`config.mk`:
```
export PLATFORM = sky130hd
export DESIGN_NAME = muldiv_unit
export DESIGN_NICKNAME = d
export VERILOG_FILES = /design/src/rtl/riscv_definitions.sv /design/src/rtl/muldiv_unit.sv
export SDC_FILE = /design/constraint.sdc
export NUM_CORES = 1
export LEC_CHECK = 0
export BUFFER_PORTS_ARGS = -buffer_cell sky130_fd_sc_hd__buf_2
export CORE_ASPECT_RATIO = 1.75
export CORE_UTILIZATION = 28
export DETAILED_ROUTE_END_ITERATION = 10
export PLACE_DENSITY_LB_ADDON = 0.1
export SLEW_MARGIN = 10
export SYNTH_ARGS = -nofsm -noshare
export SYNTH_HDL_FRONTEND = slang
export SYNTH_SLANG_ARGS = --single-unit
```
`constraint.sdc`:
```
create_clock -name clk -period 4.4 [get_ports clk]
set_input_delay 0.66 -clock clk [delete_from_list [all_inputs] [get_ports clk]]
set_output_delay 0.66 -clock clk [all_outputs]
set_load 0.02 [all_outputs]
```
`src/rtl/riscv_definitions.sv`:
```
// riscv_definitions: shared ALU/muldiv opcode enums, muldiv FSM states and op-class helpers
package riscv_definitions;
  typedef enum logic [3:0] {
    ALU_ADD, ALU_SUB, ALU_SLL, ALU_SLT, ALU_SLTU, ALU_XOR, ALU_SRL, ALU_SRA, ALU_OR, ALU_AND
  } alu_ops_t;
  typedef enum logic [2:0] {
    MD_MUL, MD_MULH, MD_MULHSU, MD_MULHU, MD_DIV, MD_DIVU, MD_REM, MD_REMU
  } md_ops_t;
  typedef enum logic [1:0] {S_IDLE, S_CALC, S_FIX, S_DONE} md_state_t;
  function automatic logic md_is_div(input md_ops_t op);
    return op inside {MD_DIV, MD_DIVU, MD_REM, MD_REMU};
  endfunction
  function automatic logic md_is_rem(input md_ops_t op);
    return op inside {MD_REM, MD_REMU};
  endfunction
endpackage

```
`src/rtl/muldiv_unit.sv`:
```
// muldiv_unit: iterative shift-add multiplier / restoring divider, one bit per cycle
// Optional MULDIV_EARLY_OUT_EN: trivial cases (div by zero, signed overflow, zero mul operand) skip CALC
module muldiv_unit
  import riscv_definitions::*;
#(
  parameter int XLEN = 32
) (
  input  logic            clk,
  input  logic            reset,
  input  logic            in_valid,
  output logic            in_ready,
  input  logic [XLEN-1:0] operand_a,
  input  logic [XLEN-1:0] operand_b,
  input  md_ops_t         md_op,
  input  logic            flush,
  output logic            out_valid,
  input  logic            out_ready,
  output logic [XLEN-1:0] result,
  output logic            zero,
  output logic            busy
);
  localparam int CW = $clog2(XLEN);
  md_state_t         state;
  md_ops_t           op;
  logic [CW-1:0]     cnt;
  logic [2*XLEN-1:0] acc;
  logic [XLEN-1:0]   a_raw, b_mag, res;
  logic              neg_q, neg_r, b_zero, special, zero_r;
  logic              a_sgn_in, b_sgn_in, ovf_in, special_in;
  logic [XLEN-1:0]   a_mag_in, b_mag_in;
  logic [XLEN:0]     mul_sum, rem_sh, diff;
  logic [2*XLEN-1:0] step_nxt, prod;
  logic [XLEN-1:0]   quo, rmd, spc_val, norm_val, fix_res;
  always_comb begin
    a_sgn_in   = (md_op inside {MD_MULH, MD_MULHSU, MD_DIV, MD_REM}) && operand_a[XLEN-1];
    b_sgn_in   = (md_op inside {MD_MULH, MD_DIV, MD_REM}) && operand_b[XLEN-1];
    a_mag_in   = a_sgn_in ? -operand_a : operand_a;
    b_mag_in   = b_sgn_in ? -operand_b : operand_b;
    ovf_in     = (md_op inside {MD_DIV, MD_REM}) && operand_a == {1'b1, {(XLEN-1){1'b0}}} && &operand_b;
    special_in = md_is_div(md_op) ? (operand_b == '0 || ovf_in) : (operand_a == '0 || operand_b == '0);
  end
  // acc holds {partial product | remainder, multiplier | dividend-shifting-into-quotient}
  always_comb begin
    mul_sum  = {1'b0, acc[2*XLEN-1:XLEN]} + (acc[0] ? {1'b0, b_mag} : '0);
    rem_sh   = acc[2*XLEN-1:XLEN-1];
    diff     = rem_sh - {1'b0, b_mag};
    step_nxt = md_is_div(op) ? {diff[XLEN] ? rem_sh[XLEN-1:0] : diff[XLEN-1:0], acc[XLEN-2:0], ~diff[XLEN]}
                             : {mul_sum, acc[XLEN-1:1]};
  end
  always_comb begin
    prod     = neg_q ? -acc : acc;
    quo      = neg_q ? -acc[XLEN-1:0] : acc[XLEN-1:0];
    rmd      = neg_r ? -acc[2*XLEN-1:XLEN] : acc[2*XLEN-1:XLEN];
    norm_val = md_is_rem(op) ? rmd : md_is_div(op) ? quo : op == MD_MUL ? prod[XLEN-1:0] : prod[2*XLEN-1:XLEN];
    spc_val  = !md_is_div(op) ? '0 :
               b_zero ? (md_is_rem(op) ? a_raw : '1) :
               (md_is_rem(op) ? '0 : a_raw);
    fix_res  = special ? spc_val : norm_val;
  end
  always_ff @(posedge clk or negedge reset) begin
    if (!reset) begin
      state   <= S_IDLE;
      op      <= MD_MUL;
      cnt     <= '0;
      acc     <= '0;
      a_raw   <= '0;
      b_mag   <= '0;
      neg_q   <= 1'b0;
      neg_r   <= 1'b0;
      b_zero  <= 1'b0;
      special <= 1'b0;
      res     <= '0;
      zero_r  <= 1'b0;
    end else if (state == S_IDLE) begin
      if (in_valid) begin
        op      <= md_op;
        cnt     <= CW'(XLEN-1);
        acc     <= {{XLEN{1'b0}}, a_mag_in};
        a_raw   <= operand_a;
        b_mag   <= b_mag_in;
        neg_q   <= a_sgn_in ^ b_sgn_in;
        neg_r   <= a_sgn_in;
        b_zero  <= operand_b == '0;
        special <= special_in;
`ifdef MULDIV_EARLY_OUT_EN
        state   <= special_in ? S_FIX : S_CALC;
`else
        state   <= S_CALC;
`endif
      end
    end else if (flush) begin
      state <= S_IDLE;
      cnt   <= '0;
    end else if (state == S_CALC) begin
      acc <= step_nxt;
      cnt <= cnt - 1'b1;
      if (cnt == '0) state <= S_FIX;
    end else if (state == S_FIX) begin
      res    <= fix_res;
      zero_r <= fix_res == '0;
      state  <= S_DONE;
    end else if (out_ready) begin
      state <= S_IDLE;
    end
  end
  assign in_ready  = state == S_IDLE;
  assign out_valid = state == S_DONE;
  assign busy      = state != S_IDLE;
  assign result    = res;
  assign zero      = zero_r && state == S_DONE;
endmodule

```
## Yosys cells after proc, flatten, opt, wreduce, memory -nomap -nowiden

Cells that the tools add are included.

- Register bits after elaboration: 175
- Input bits: 72
- Output and inout port bits: 36

- Mux-type cells: 32
- Bitwise gates (word level): 5
- Reductions and logical operators: 29
- Equal/unequal tests: 17
- $add $sub $neg: 8

Operators by type and width:

| cell | number |
|---|---|
| two-way mux 32 bit | 14 |
| two-way mux 64 bit | 6 |
| negator 32 bit | 4 |
| logical NOT 32 bit | 3 |
| negator 64 bit | 1 |
| adder 32 x 32 -> 33 bit | 1 |
| subtractor 33 x 32 -> 33 bit | 1 |
| equality test 32 bit (second input constant) | 1 |
| AND reduction 32 bit | 1 |
| equality test 3 bit (second input constant) | 8 |
| two-way mux 5 bit | 4 |
| two-way mux 2 bit | 7 |
| nonzero test 4 bit | 3 |
| nonzero test 2 bit | 4 |
| AND reduction 3 bit | 2 |
| nonzero test 3 bit | 2 |
| logical AND 1 bit | 5 |
| logical NOT 5 bit | 1 |
| nonzero test 5 bit | 1 |
| subtractor 5 x 1 -> 5 bit (second input constant) | 1 |
| equality test 2 bit (second input constant) | 2 |
| inequality test 2 bit (second input constant) | 2 |
| inequality test 4 x 3 -> 1 bit (second input constant) | 1 |
| NOT 1 bit | 4 |
| 10 further kinds | 12 |

## Longest topological paths before layout

Gate-level depths: netlist of run 1.

- Depth after elaboration: 7
- Mapped depth: 15
- Mapped depth without buffers: 14

## Worst setup path after synthesis of run 1

No wires, ideal clock.

- Path type: reg-to-reg
- Start point: register acc[0]
- End point: register zero_r
- Setup slack: 0.577 ns
- Required time: 4.297 ns
- Setup time: 0.103 ns
- Period minus slack after synthesis: 3.823 ns
- Arrival: 3.720 ns
- Stages on the path, launching flop included: 15
- Cells stage by stage: dfrtp_1 > inv_1 > buf_1 > ha_1 > nor2b_1 > nand2_1 > or4_1 > buf_2 > nor4_2 > nor3_1 > a211o_1 > or4_4 > nor4_2 > nand4_1 > o41ai_2

- Longest elaborated chain between the ends: 7
- Elaborated cells on any way between the ends: 9

Ends and longest elaborated chain:

| item | line | text |
|---|---|---|
| start: declaration | muldiv_unit.sv:26 | `logic [2*XLEN-1:0] acc;` |
| start signal: assignment | muldiv_unit.sv:78 | `acc <= {{XLEN{1'b0}}, a_mag_in};` |
| start signal: assignment | muldiv_unit.sv:95 | `acc <= step_nxt;` |
| negator 64 bit | muldiv_unit.sv:51 | `prod = neg_q ? -acc : acc;` |
| two-way mux 64 bit | muldiv_unit.sv:51 |  |
| two-way mux 32 bit | muldiv_unit.sv:54 | `norm_val = md_is_rem(op) ? rmd : md_is_div(op) ? quo : op == MD_MUL ? prod[XLEN-1:0] : prod[2*XLEN-1:XLEN];` |
| two-way mux 32 bit (*) (2 in a row) | muldiv_unit.sv:54 |  |
| two-way mux 32 bit (*) | muldiv_unit.sv:58 | `fix_res = special ? spc_val : norm_val;` |
| logical NOT 32 bit (*) | muldiv_unit.sv:100 | `zero_r <= fix_res == '0;` |
| end signal: assignment | muldiv_unit.sv:73 | `zero_r <= 1'b0;` |
| end signal: assignment | muldiv_unit.sv:100 |  |
| end: declaration | muldiv_unit.sv:28 | `logic neg_q, neg_r, b_zero, special, zero_r;` |

Every way passes the cells marked *; elsewhere a longest branch is shown, timed or not.
A chain may end at the register's enable or synchronous reset.

## Worst setup path in the final report of run 1

- Start point: register acc[38]
- End point: register zero_r

- Longest elaborated chain between the ends: 7
- Elaborated cells on any way between the ends: 9

Ends and longest elaborated chain:

| item | line |
|---|---|
| negator 64 bit | muldiv_unit.sv:51 |
| two-way mux 64 bit | muldiv_unit.sv:51 |
| two-way mux 32 bit (2 in a row) | muldiv_unit.sv:54 |
| two-way mux 32 bit (*) | muldiv_unit.sv:54 |
| two-way mux 32 bit (*) | muldiv_unit.sv:58 |
| logical NOT 32 bit (*) | muldiv_unit.sv:100 |

Marks and branches as above.

==> results.ini, run 1 <==
[critical_path]
path_class=flip-flop to flip-flop
cp_max_fo=6
crit_required_ps=4730
critical_path.max_stage_delay_ps=560
cp-start-kind=flip-flop
path_buf_inv=2
worstSetupEndpointType=flip-flop
path_cells=nor4_1 > buf_4 > nand4_1 > o31ai_1 > xnor2_1 > o21ai_0 > o22ai_1 > o21ai_0 > buf_4 > and3_1 > nand4bb_1 > o41ai_2
cp_top_family=compound AO/OA/AOI/OAI gates
cp_slowest_cell=nor4_1
worstPathArrival_ps=4490

[synthesis]
syn_avg_cell_area_sq_um=7.59
yosysSeqAreaShare_pct=27.0
yosysUniqueCellTypes=75
synth.most_common_cell=nand2_1
synth_warnings=0
synth-compound-area-share_pct=25.4
synthTopCellsByArea=dfrtp_1 (27%), o21ai_0 (6.4%), ha_1 (5.8%)
synth_simple_gate_area_share_pct=21.7
synth_edf_count=0
synthArstFlopShare_pct=100
syn-num-nets=2285
synth.top_cells.by_count=nand2_1 (244), nor2_1 (226), o21ai_0 (208)
ys_ff_latch=175
yosysTopAreaCell=dfrtp_1
synthCells=2136
netlist_area_sq_mm=0.0162
synthXorXnorAreaFrac_pct=8.43
synth_fa_ha_area_share_pct=6.03
synthDominantCellAreaShare_pct=27.0
synth_top_family_by_area=compound AO/OA/AOI/OAI gates
synthFlopType=dfrtp_1
synth.area.mux_share_pct=6.34

[drt]
drt-initial-drc-count=1158
drt_pre_antenna_iters=6
wl_per_cell_um=23.9
vias_per_cell=5.44
postRouteAntennaNets=0
vias=16400
postRouteWirelength_um=72200
drc=0

[final_layout]
seq_area_sq_mm=0.00439
final_util_pct=32.9
fillers=6279
antenna_cells=0
fin_nets=2390
multi_input_area_sq_mm=0.0110
area_growth_pct=16.0
drive_gt1_share_pct=14.8

[pwr]
ir_drop_mv=0.327
p_leak_nw=8.18
p_per_area_mw_per_mm2=868

[run]
drv_cap=0

[clocking]
cts_buffer_depth=2
ctsResizeCount=0
cts_inserted_buffers=17
htreeDepth=4
root_buffer=clkbuf_16
cts_tree=built
clk_pin_slew_ps=80
clock-sinks=175
insertion_delay_ps=470

[placement]
numPortBuffers=107
hpwl_um=57900
place.gp.congestion=1.00

[timing]
finalCritPeriodShare_pct=94.4
fin_setup_tns_ps=0
tightest_slew_ps=1060
slew_headroom_pct=28.6
setup_violations=0
fin_crit_ps=4160
clock.fmax_mhz=241
finalHoldViolCount=0
rsz0062_at_grt=no
slew_violations=0
whs_ps=236
skew_ps=14.4

[grt]
grt_pass1_wl_um=106000
gr-total-overflow=0
grt_pass1_vias=16300
grt_max_degree=87
antenna_found_initial=0
track_usage_pct=24.7

[floorplan]
die_area_sq_mm=0.0589
ios=108
die_h_um=320
coreArea_sq_mm=0.0572
rows=116
fp.dieW_um=184
start_util_pct=28.4

[min_path]
hp-class=primary input to asynchronous set/reset pin

[status]
status=finished clean

-- where the power goes --
group / internal [mW] / switching [mW]
Combinational: 4.28 / 7.18
Sequential: 2.33 / 0.964
Clock: 0.805 / 0.761
Total: 7.42 / 8.91
-- layout make-up --
type	count	area share [%]
clock buffer	19	2.36
clock inverter	13	0.679
inverter	71	1.42
multi-input combinational	1740	58.7
sequential	175	23.3
tap	767	5.10
timing repair buffer	236	8.45
-- logic make-up (layout without fill, tap and decap cells) --
| kind of cell | count (synthesis) | count (layout) |
|---|---|---|
| adders and majority gates | 77 | 77 |
| DFF | 175 | 175 |
| and+or+nand+nor | 751 | 751 |
| buffers and inverters | 221 | 339 |
| xor gates and xnor gates | 156 | 156 |
| muxes | 98 | 98 |
| AOI/OAI and AO/OA | 658 | 658 |
-- worst paths after layout --
| path | from | end | slack [ps] | depth (start not counted) |
|---|---|---|---|---|
| max | acc[38] | zero_r | 240 | 12 |
| min | reset | result[14] | 240 | 1 |
| max reg2reg | acc[38] | zero_r | 240 | 12 |
| min reg2reg | result[1] | result[1] | 480 | 2 |
| max in group asynchronous | reset | b_zero | 3230 | 2 |
| min in group clk | operand_a[16] | a_raw[16] | 460 | 2 |
-- flip-flops by register name (all words and copies together), names as in the netlist --
signal   cells
state        2
a_raw       32
b_zero       1
zero_r       1
cnt          5
neg_q        1
neg_r        1
special      1
b_mag       32
result      32
op           3
acc         64
-- placed cells by master (no fill, tap or decap), types with 21 or more instances in the layout --
cell,count
buf_2,106
xor2_1,76
nand4_1,29
a21o_1,31
or3_1,21
inv_1,71
a211oi_1,21
ha_1,74
mux2i_1,60
a21oi_1,169
nor2_1,225
dfrtp_1,172
nor3_1,54
o31ai_1,32
mux2_2,38
xnor2_1,80
buf_4,123
nor4_1,26
nand3_1,49
nand2_1,241
o21ai_0,208
-- what timing repair did --
item | CTS | global route
setup buffers | 0 | 1
hold buffers | 0 | 0
endpoints found under the setup margin | 0 | 18
-- layer usage --
layer  up-vias  GRT usage, %  routed length (um)
li1       7951             -                   -
met1      7901          24.9               26100
met2       438          46.2               38500
met3       147          2.77                2120
met4         0          17.8                5500
met5         -             0                   0
-- stage by stage --
stage / power [mW] / setup WS [ps] / cells / cell area, sq um
6_report: 16.3 / 244 / 3021 / 18800
3_5_place_dp: 14.7 / 207 / 2988 / 18200
2_1_floorplan: 10.2 / 577 / 2136 / 16200
3_3_place_gp: 14.7 / 300 / 2988 / 18200
5_1_grt: 17.5 / 38.4 / 3021 / 18800
4_1_cts: 16.3 / 190 / 3020 / 18800
-- worst register-to-register path, stage by stage (launching register included) --
cell and delay (ps):
dfrtp_1 470, nor4_1 560, buf_4 240, nand4_1 360
o31ai_1 430, xnor2_1 360, o21ai_0 170, o22ai_1 530
o21ai_0 340, buf_4 230, and3_1 170, nand4bb_1 110
o41ai_2 70
Note: power is estimated with default switching activity, not from simulation.
==> run 2: changes to the inputs <==
Settings changed: PLACE_DENSITY_LB_ADDON 0.1 to default.
==> results.ini, run 2 (same netlist as run 1, synthesis figures left out) <==
[timing]
tightest_slew_ps=1080
whs_ps=189
fin_setup_tns_ps=0
clock.fmax_mhz=242
finalHoldViolCount=0
finalCritPeriodShare_pct=93.8
skew_ps=17.8
slew_headroom_pct=27.4
rsz0062_at_grt=no
slew_violations=0
fin_crit_ps=4130
setup_violations=0

[critical_path]
r2r_start=acc[33]
crit_top_cell=nor3_1
path_cells=inv_1 > ha_1 > nor4b_1 > buf_4 > nand3_1 > nor3_1 > nor3_1 > a31oi_1 > a21oi_1 > or4_1 > nor4_2 > nand4_1 > o41ai_2
endpoint=zero_r
critical_path.max_stage_delay_ps=620
worstSetupEndpointType=flip-flop
cp-startpoint=acc[33]
cp_max_fo=8
crit_required_ps=4760
rr_worst_depth=13
cp-start-kind=flip-flop
worstPathArrival_ps=4490
path_class=flip-flop to flip-flop
worstReg2RegEnd=zero_r
reg2reg_slack_ps=270
cp_slowest_cell=or4_1

[grt]
gr-total-overflow=0
grt_pass1_wl_um=105000
antenna_found_initial=1
grt_max_degree=73
track_usage_pct=24.1
grt_pass1_vias=16700

[final_layout]
drive_gt1_share_pct=13.9
fillers=6175
largest_reg_flops=64
antenna_cells=0
layout_common_cells=nand2_1 (242), nor2_1 (226), o21ai_0 (206)
multi_input_area_sq_mm=0.0110
final_util_pct=32.5
area_growth_pct=14.8
final_common_cell=nand2_1
top_register=acc
fin_nets=2369
seq_area_sq_mm=0.00439

[min_path]
hp-class=primary input to asynchronous set/reset pin

[floorplan]
fp.dieW_um=184
die_h_um=320
coreArea_sq_mm=0.0572
die_area_sq_mm=0.0589
rows=116
start_util_pct=28.4
ios=108

[clocking]
clk_pin_slew_ps=80
root_buffer=clkbuf_16
post_cts_buffers=0
cts_inserted_buffers=17
htreeDepth=4
cts_hold_buf=0
cts_buffer_depth=2
ctsResizeCount=0
cts_tree=built
clock-sinks=175
insertion_delay_ps=480

[run]
drv_cap=0

[placement]
numPortBuffers=107
hpwl_um=55300
place.gp.congestion=1.04

[pwr]
ir_drop_mv=0.514
p_leak_nw=8.08
p_per_area_mw_per_mm2=877

[drt]
wl_per_cell_um=23.5
vias=16800
drt_pre_antenna_iters=6
postRouteWirelength_um=70600
vias_per_cell=5.61
postRouteAntennaNets=0
drt-initial-drc-count=1185
drc=0

[status]
status=finished clean

==> run 2: changes by cell type in the layout (fill, tap and decap cells not counted), sizes merged <==
cell      before  now
inv           76   79
clkinv         2    5
clkinvlp       5    1
clkbuf        20   17
buf          235  215
==> run 2: worst min-delay path by stage <==
stage	from	to
floorplan	reset	a_raw[0]
global placement	result[3]	result[3]
detailed placement	result[14]	result[14]
CTS	reset	a_raw[2]
global route	reset	a_raw[4]
finish	reset	a_raw[1]
==> run 2: report_power, final <==
group | leakage, nW | internal, mW | switching (mW)
clock network | 0.292 | 0.812 | 0.788
logic | 5.57 | 4.14 | 7.11
registers | 2.21 | 2.32 | 1.15
total | 8.08 | 7.27 | 9.05
==> run 2: cell type report <==
class                           count  area share (%)
Inverter                           71            1.43
Clock inverter                     15           0.914
Tap cell                          767            5.16
Timing Repair Buffer              215            7.40
Sequential cell                   175            23.6
Clock buffer                       17            2.29
Multi-Input combinational cell   1740            59.2
==> run 2: worst max-delay path, delay by kind of cell (launching register included) <==
kind                     cells  cell delay (ps)
flip-flops                   1              500
AO/OA/AOI/OAI                3              530
buffers and inverters        2              450
AND/OR/NAND/NOR              7             2240
adder cells (fa/ha/maj)      1              280
==> run 2: metal layers <==
metal  part of all wire (%)  global-route usage [%]  up-vias  routed length [um]
li1                       -                       -     7914                   -
met1                     35                    24.7     8036               24800
met2                     50                    42.6      635               35600
met3                    4.5                    3.15      235                3150
met4                    9.9                    21.0        0                7020
met5                      0                       0        -                   0
==> run 2: stage by stage <==
step                      power (mW)  worst slack [ps]  area [sq um]  instances
after floorplan                 10.2               577         16200       2136
after global placement          14.3               381         18000       2966
after detailed placement        14.4               303         18000       2966
after CTS                       16.1               257         18600       2998
after global routing            17.4              22.5         18600       3000
final                           16.3               271         18600       3000
